===== config.mk =====
export PLATFORM = sky130hd
export DESIGN_NAME = mole_judge
export DESIGN_NICKNAME = d
export VERILOG_FILES = /design/src/rtl/mole_judge_pkg.sv /design/src/rtl/mole_judge_key_debounce.sv /design/src/rtl/mole_judge.sv
export SDC_FILE = /design/constraint.sdc
export NUM_CORES = 1
export LEC_CHECK = 0
export CAP_MARGIN = 5
export CORE_MARGIN = 4
export CORE_UTILIZATION = 45
export CTS_CLUSTER_SIZE = 25
export DETAILED_ROUTE_END_ITERATION = 8
export PLACE_DENSITY = 0.59
export RECOVER_POWER = 50
export SETUP_SLACK_MARGIN = 0.4
export SYNTH_ARGS = -nofsm -noshare
export SYNTH_HDL_FRONTEND = slang
export SYNTH_SLANG_ARGS = --single-unit

===== constraint.sdc =====
create_clock -name clk -period 5.6 [get_ports clk]
set_clock_uncertainty 0.2 [all_clocks]
set_input_delay 1.4 -clock clk [delete_from_list [all_inputs] [get_ports clk]]
set_output_delay 1.4 -clock clk [all_outputs]
set_load 0.005 [all_outputs]

===== src/rtl/mole_judge_pkg.sv =====
// Shared constants for the whack-a-mole judge: FSM encoding, mole count,
// LFSR polynomial and the default 50 MHz tick counts.
package mole_judge_pkg;

  localparam int NUM_MOLES = 4;

  localparam logic [1:0] ST_IDLE = 2'd0;
  localparam logic [1:0] ST_GAP  = 2'd1;
  localparam logic [1:0] ST_UP   = 2'd2;

  // Right-shift Galois mask for x^16+x^14+x^13+x^11+1
  localparam logic [15:0] LFSR_TAPS = 16'hB400;

  localparam int DEF_MOLE_TICKS     = 50_000_000;
  localparam int DEF_GAP_TICKS      = 12_500_000;
  localparam int DEF_DEBOUNCE_TICKS = 500_000;

  function automatic logic [15:0] lfsr_step(input logic [15:0] s);
    return {1'b0, s[15:1]} ^ (s[0] ? LFSR_TAPS : 16'h0000);
  endfunction

endpackage


===== src/rtl/mole_judge_key_debounce.sv =====
// One pushbutton: 2-FF synchroniser, hold-time debouncer and a one-cycle
// press pulse on each accepted release->press transition.
module key_debounce #(
  parameter int DEBOUNCE_TICKS = 500_000
) (
  input  logic clk,
  input  logic reset,
  input  logic key,
  output logic press
);

  localparam int CW = (DEBOUNCE_TICKS > 1) ? $clog2(DEBOUNCE_TICKS) : 1;

  logic [1:0]    sync;
  logic          stable, stable_q;
  logic [CW-1:0] cnt;

  always_ff @(posedge clk) begin
    if (reset) begin
      sync     <= '0;
      stable   <= 1'b0;
      stable_q <= 1'b0;
      cnt      <= '0;
      press    <= 1'b0;
    end else begin
      sync     <= {sync[0], key};
      stable_q <= stable;
      press    <= stable & ~stable_q;
      if (sync[1] == stable)
        cnt <= '0;
      else if (cnt == CW'(DEBOUNCE_TICKS - 1)) begin
        stable <= sync[1];
        cnt    <= '0;
      end else
        cnt <= cnt + CW'(1);
    end
  end

endmodule


===== src/rtl/mole_judge.sv =====
// Gameplay engine: picks a mole from the LFSR, times gap and pop-up windows,
// judges debounced presses and keeps the saturating score for game_mem.
module mole_judge
  import mole_judge_pkg::*;
#(
  parameter int          MOLE_TICKS     = DEF_MOLE_TICKS,
  parameter int          GAP_TICKS      = DEF_GAP_TICKS,
  parameter int          DEBOUNCE_TICKS = DEF_DEBOUNCE_TICKS,
  parameter logic [15:0] LFSR_SEED      = 16'hACE1,
  parameter int          SCORE_W        = 8
) (
  input  logic               clk,
  input  logic               reset,
  input  logic               game_active,
  input  logic [3:0]         key_n,
  output logic               mole_up,
  output logic [1:0]         mole_idx,
  output logic               hit_pulse,
  output logic               miss_pulse,
  output logic [SCORE_W-1:0] score,
  output logic               score_we
);

  localparam logic [15:0] SEED = (LFSR_SEED == 16'h0000) ? 16'h0001 : LFSR_SEED;
  localparam int TMAX = (MOLE_TICKS > GAP_TICKS) ? MOLE_TICKS : GAP_TICKS;
  localparam int TW   = $clog2(TMAX);

  logic [NUM_MOLES-1:0] press;
  logic [1:0]           state;
  logic [TW-1:0]        tick;
  logic [15:0]          lfsr;

  for (genvar g = 0; g < NUM_MOLES; g++) begin : g_key
    key_debounce #(.DEBOUNCE_TICKS(DEBOUNCE_TICKS)) u_key (
      .clk   (clk),
      .reset (reset),
      .key   (~key_n[g]),
      .press (press[g])
    );
  end

  assign mole_up = (state == ST_UP);

  always_ff @(posedge clk) begin
    if (reset) begin
      state      <= ST_IDLE;
      tick       <= '0;
      lfsr       <= SEED;
      mole_idx   <= '0;
      hit_pulse  <= 1'b0;
      miss_pulse <= 1'b0;
      score      <= '0;
      score_we   <= 1'b0;
    end else begin
      lfsr       <= lfsr_step(lfsr);
      hit_pulse  <= 1'b0;
      miss_pulse <= 1'b0;
      score_we   <= 1'b0;
      // Leaving the game freezes the score so GameOver can show it
      if (!game_active)
        state <= ST_IDLE;
      else begin
        case (state)
          ST_IDLE: begin
            score    <= '0;
            score_we <= |score;
            tick     <= TW'(GAP_TICKS - 1);
            state    <= ST_GAP;
          end
          ST_GAP: begin
            if (tick == '0) begin
              mole_idx <= lfsr[1:0];
              tick     <= TW'(MOLE_TICKS - 1);
              state    <= ST_UP;
            end else
              tick <= tick - TW'(1);
          end
          ST_UP: begin
            // A press always beats a same-cycle window expiry
            if (|press) begin
              state <= ST_GAP;
              tick  <= TW'(GAP_TICKS - 1);
              if (press[mole_idx]) begin
                hit_pulse <= 1'b1;
                if (!(&score)) begin
                  score    <= score + SCORE_W'(1);
                  score_we <= 1'b1;
                end
              end else
                miss_pulse <= 1'b1;
            end else if (tick == '0) begin
              miss_pulse <= 1'b1;
              state      <= ST_GAP;
              tick       <= TW'(GAP_TICKS - 1);
            end else
              tick <= tick - TW'(1);
          end
          default: state <= ST_IDLE;
        endcase
      end
    end
  end

endmodule

# Word-level counts from Yosys, hierarchy flattened
# Cells that the tools add are included.
[classes]
bitwise = 20
eq_ne = 15
mux = 23
order_cmp = 1
add_sub_neg = 6
n_reduce_logical = 22
[op_table]
columns = ["op", "count"]
rows = [
  ["$mux W26", 3],
  ["$pmux W26 S3", 1],
  ["$add A19 B1 Y19 const B", 4],
  ["$eq A19 B19 Y1 const B", 4],
  ["$logic_not A26 Y1", 1],
  ["$sub A26 B1 Y26 const B", 1],
  ["$mux W8", 3],
  ["$mux W16", 1],
  ["$pmux W8 S2", 1],
  ["$xor A15 B16 Y16", 1],
  ["$not A1 Y1", 15],
  ["$reduce_or A3 Y1", 5],
  ["$reduce_and A2 Y1", 6],
  ["$add A8 B1 Y8 const B", 1],
  ["$mux W1", 8],
  ["$reduce_and A8 Y1", 1],
  ["$reduce_or A4 Y1", 2],
  ["$reduce_or A8 Y1", 1],
  ["$mux W2", 3],
  ["$pmux W2 S3", 1],
  ["$reduce_and A5 Y1", 1],
  ["$and A1 B1 Y1", 4],
  ["$eq A1 B1 Y1", 4],
  ["$ne A2 B1 Y1 const B", 2],
  ["other kinds (12)", 13],
]
[word_totals]
out_inout_bits = 14
word_cells = 115
input_bits = 7
reg_bits = 153

# Depth between registers and ports, before layout
[depth]
depth_word = 5
depth_mapped = 10

# Hierarchy
# Synthesis repeated with hierarchy kept, for this count alone.
[hier_totals]
cells_unflattened = 820
area_unflattened_um2 = 7233.2
[modules_own_cells]
columns = ["module", "instances", "area_per_inst_um2", "cells_per_inst", "seq_area_each_um2"]
rows = [
  ["key_debounce", 4, 1043.5, 114, 480.5],
  ["mole_judge", 1, 3059.2, 364, 1141.1],
]

# Worst setup path before layout
# Ideal clock, no wire load.
[synth_timing]
kind = "input -> register"
start = "in game_active"
end = "reg score[7]"
setup_slack_ns = 2.744
setup_time_ns = 0.118
t_arrival_ns = 2.538
path_buffers = 1
cell_stages = 7
cell_sequence = "clkbuf_1 > and2_1 > o311a_1 > nand3_1 > nor3_1 > xnor2_1 > nor2_1"
[synth_between]
elab_chain_len = 1
[synth_rtl]
columns = ["element", "line_no", "source"]
rows = [
  ["start, declared", "mole_judge.sv:14", "input logic game_active,"],
  ["$reduce_and A5 Y1 (no line)", "n/a", ""],
  ["end signal, assigned", "mole_judge.sv:86", "score <= score + SCORE_W'(1);"],
  ["end, declared", "mole_judge.sv:20", "output logic [SCORE_W-1:0] score,"],
]
# No other way between the ends.
# A chain may end at the register's enable or synchronous reset.

# Worst setup path after layout
[layout_timing]
start = "in reset"
end = "reg g_key[3].u_key.cnt[18]"
[layout_between]
elab_chain_len = 1
[layout_rtl]
columns = ["element", "line_no", "source"]
rows = [
  ["start, declared", "mole_judge.sv:13", "input logic reset,"],
  ["$reduce_or A3 Y1 (no line)", "n/a", ""],
  ["end signal, assigned", "mole_judge_key_debounce.sv:35", "cnt <= cnt + CW'(1);"],
  ["end, declared", "mole_judge_key_debounce.sv:16", "logic [CW-1:0] cnt;"],
]
# No other way between the ends.

==> results.md <==
- Gr ovfl total: 0
- DR iter-0 viols: 237
- Min-Delay Path Class: flip-flop to flip-flop
- Area growth, synth to finish: 13.2%
- Failing checks: capacitance limit, slew limit
- Worst-path clk slew: 60 ps
- Pins Over Slew Limit: 39
- R2R setup slack: 2270 ps
- PwrDens: 312 nW/um2
- Fraction of registers with async set/reset: 0
- Core area: 14,500 um2
- Mean post-synth cell area: 8.68 um2
- Maximum clock rate: 240 MHz
- Top cells by area, synth: dfxtp_1 46%, nor2_1 8.2%, xor2_1 6.4%
- Layout cells sized above 1: 0.0607
- Synth warn: 0
- Slew HR: -0.179
- # rows: 44
- Crit path time final: 4160 ps
- Number of I/O port buffers: 20
- Total GRT Usage: 0.166
- Leak Pwr: 2.62 nW
- Final wirelength: 13.0 mm
- Post CTS Setup Buffer Count: 0
- Final nets: 797
- Post-Synthesis Cells: 767
- Outcome: complete, but fails checks
- Setup TNS: 0 ps
- Die area: 16,800 um2
- Vias per inst: 5.29
- First-pass GRT wire length: 22.9 mm
- Slew @ Worst Pin: 1770 ps
- Drt pass-1 iters: 5
- Post-DP HPWL: 8.81 mm
- Critical Path RT: 5680 ps
- RSZ-0062 raised after global routing: false
- Max-Cap Viols: 1
- Clk_lat worst skew: 420 ps
- DRT antenna net count: 0
- I/O pins: 21
- Antenna Cells: 0
- Pre-CTS setup slack: 1500 ps
- CTS tree: yes
- Post-synth EDFFs: 0
- # hold bufs at CTS: 0
- R2R Path Start: tick[0]
- Via count: 5,157
- DRC: 0
- Post-cts resize count: 0
- Routed WL per cell: 13.3 um
- Setup crit start kind: input pin
- H-Tree Depth: 4
- Largest area contributor in the netlist: dfxtp_1
- Final setup vio count: 0
- FF-to-FF End: tick[10]
- Worst hold path stage count: 1
- Syn_nets: 786
- Crit Path Max Fanout: 38
- Number of synthesized register bits: 153
- Sequential fraction of the synthesis area: 0.460
- Die H: 130 um
- Hold EP: g_key[2].u_key.press
- R2R cell count: 8
- Critical path type: input pin to flip-flop
- Yosys top cell area share: 0.460
- Initial Utilization: 0.458
- Placed cell count: 943
- HP Start: g_key[2].u_key.stable_q
- Fin Hold WS: 182 ps
- Vias in the first global route: 5,038
- Largest net degree at the start of global routing: 39
- Non-Filler Instances: 975
- Placer Congestion: 0.892
- Initial antenna violation count: 0
- Num CTS Buffers: 17
- Clk buf depth: 2
- CP endpoint kind: flip-flop
- Final Hold Fails: 0
- Tcrit/Tclk final: 0.743
- Setup ws final: 1440 ps
- Synth unique cells: 58
- Worst EP arrival: 4240 ps
- Syn Std Cell Area: 6660 um2
- # clock sinks: 153
- VDD IR-drop max: 0.258 mV
- Most used DFF post-synth: dfxtp_1
- Die Span X: 130 um
- Clk root buf: clkbuf_16
==> cell usage in the layout, fill, tap and decap left out, types with 3 or more instances in the layout <==
master           count
dlygate4sd3_1       13
and4_1               4
a311oi_1             7
or2_2                6
o311a_1              3
nor2b_1             21
mux2i_1              4
o21ai_0             13
xnor2_1             34
dfxtp_1            153
a21oi_1             28
nor2_1             145
clkinvlp_4           4
or3_1               13
a31oi_1              4
xor2_1              49
nor4_1               8
nand4_1             12
nand2b_1             9
and2_1               4
nand3b_1             4
inv_6                6
clkbuf_16           17
nor3_1              25
inv_1               16
a211oi_1             3
or4_1                6
and3_1              17
o31ai_1              5
nor4b_1              5
clkdlybuf4s50_1      6
nand2_1             53
ha_1                12
nand3_1             42
==> metrics by stage <==
step                      power (mW)  cell area (um2)  utilization
final                           2.35             7540        0.519
after CTS                       2.38             7550        0.519
after global placement          1.26             6970        0.480
after detailed placement        1.26             6970        0.480
after floorplan                 1.24             6660            -
after global routing            2.44             7540        0.519
==> cells by family after synthesis <==
kind of cell,count (synthesis),synth area share
and+or+nand+nor,386,0.291
DFF,153,0.460
xor gates and xnor gates,83,0.109
AOI/OAI and AO/OA,82,0.0797
buffers and inverters,46,0.0278
adders and majority gates,12,0.0226
muxes,5,0.00940
==> worst max-delay path by stage <==
stage / from / to / slack [ps] / cells after the start
after global placement: game_active / tick[23] / 1600 / 7
after detailed placement: game_active / tick[13] / 1500 / 7
final: reset / g_key[3].u_key.cnt[18] / 1440 / 4
after global routing: reset / g_key[1].u_key.cnt[8] / 1080 / 4
after CTS: game_active / tick[13] / 1930 / 7
after floorplan: game_active / score[7] / 2740 / 7
==> synth_stat cells (2+ instances only) <==
cell type	count
a211oi_1	3
a21o_1	2
a21oi_1	28
a22oi_1	2
a311oi_1	7
a31oi_1	4
a41oi_1	2
and2_1	5
and3_1	17
and4_1	4
buf_1	2
buf_2	4
clkbuf_1	23
dfxtp_1	153
ha_1	12
inv_1	16
mux2i_1	4
nand2_1	53
nand2b_1	9
nand3_1	42
nand3b_1	4
nand4_1	12
nor2_1	145
nor2b_1	21
nor3_1	25
nor4_1	7
nor4b_1	5
o211ai_1	2
o21ai_0	13
o22ai_1	2
o311a_1	3
o31ai_1	5
or2_2	6
or3_1	13
or4_1	6
or4_4	2
or4b_2	2
xnor2_1	34
xor2_1	49
==> where the power goes <==
group          total [mW]  switching (mW)  internal (mW)
clock                1.11           0.477          0.634
combinational       0.109          0.0654         0.0440
sequential           1.13          0.0190           1.11
total                2.35           0.561           1.79
==> critical path: stages <==
cell and delay [ps]:
clkbuf_1 1240, clkbuf_1 810, or3_1 650, nor2_1 130
==> sequential cells by signal, indices dropped and copies added (netlist names) <==
name,cells
g_key.u_key.cnt,76
g_key.u_key.stable_q,4
lfsr,16
hit_pulse,1
miss_pulse,1
g_key.u_key.press,4
score_we,1
tick,26
state,2
g_key.u_key.stable,4
mole_idx,2
g_key.u_key.sync,8
score,8
==> layout make-up <==
| type | count | area [um2] |
|---|---|---|
| inverter | 16 | 60.1 |
| multi-input combinational | 568 | 3400 |
| timing repair buffer | 22 | 205 |
| sequential | 153 | 3060 |
| tap | 184 | 230 |
| clock inverter | 14 | 138 |
| clock buffer | 18 | 439 |
| fill | 1395 | 7000 |
==> metal layers <==
metal,vias to the layer above,wire length [um],track usage
met5,-,0,0
met4,0,189,0.0599
met3,14,442,0.0458
met2,77,6090,0.265
met1,2407,6230,0.216
li1,2659,-,-
No activity file was read; power rests on OpenSTA's default activity.
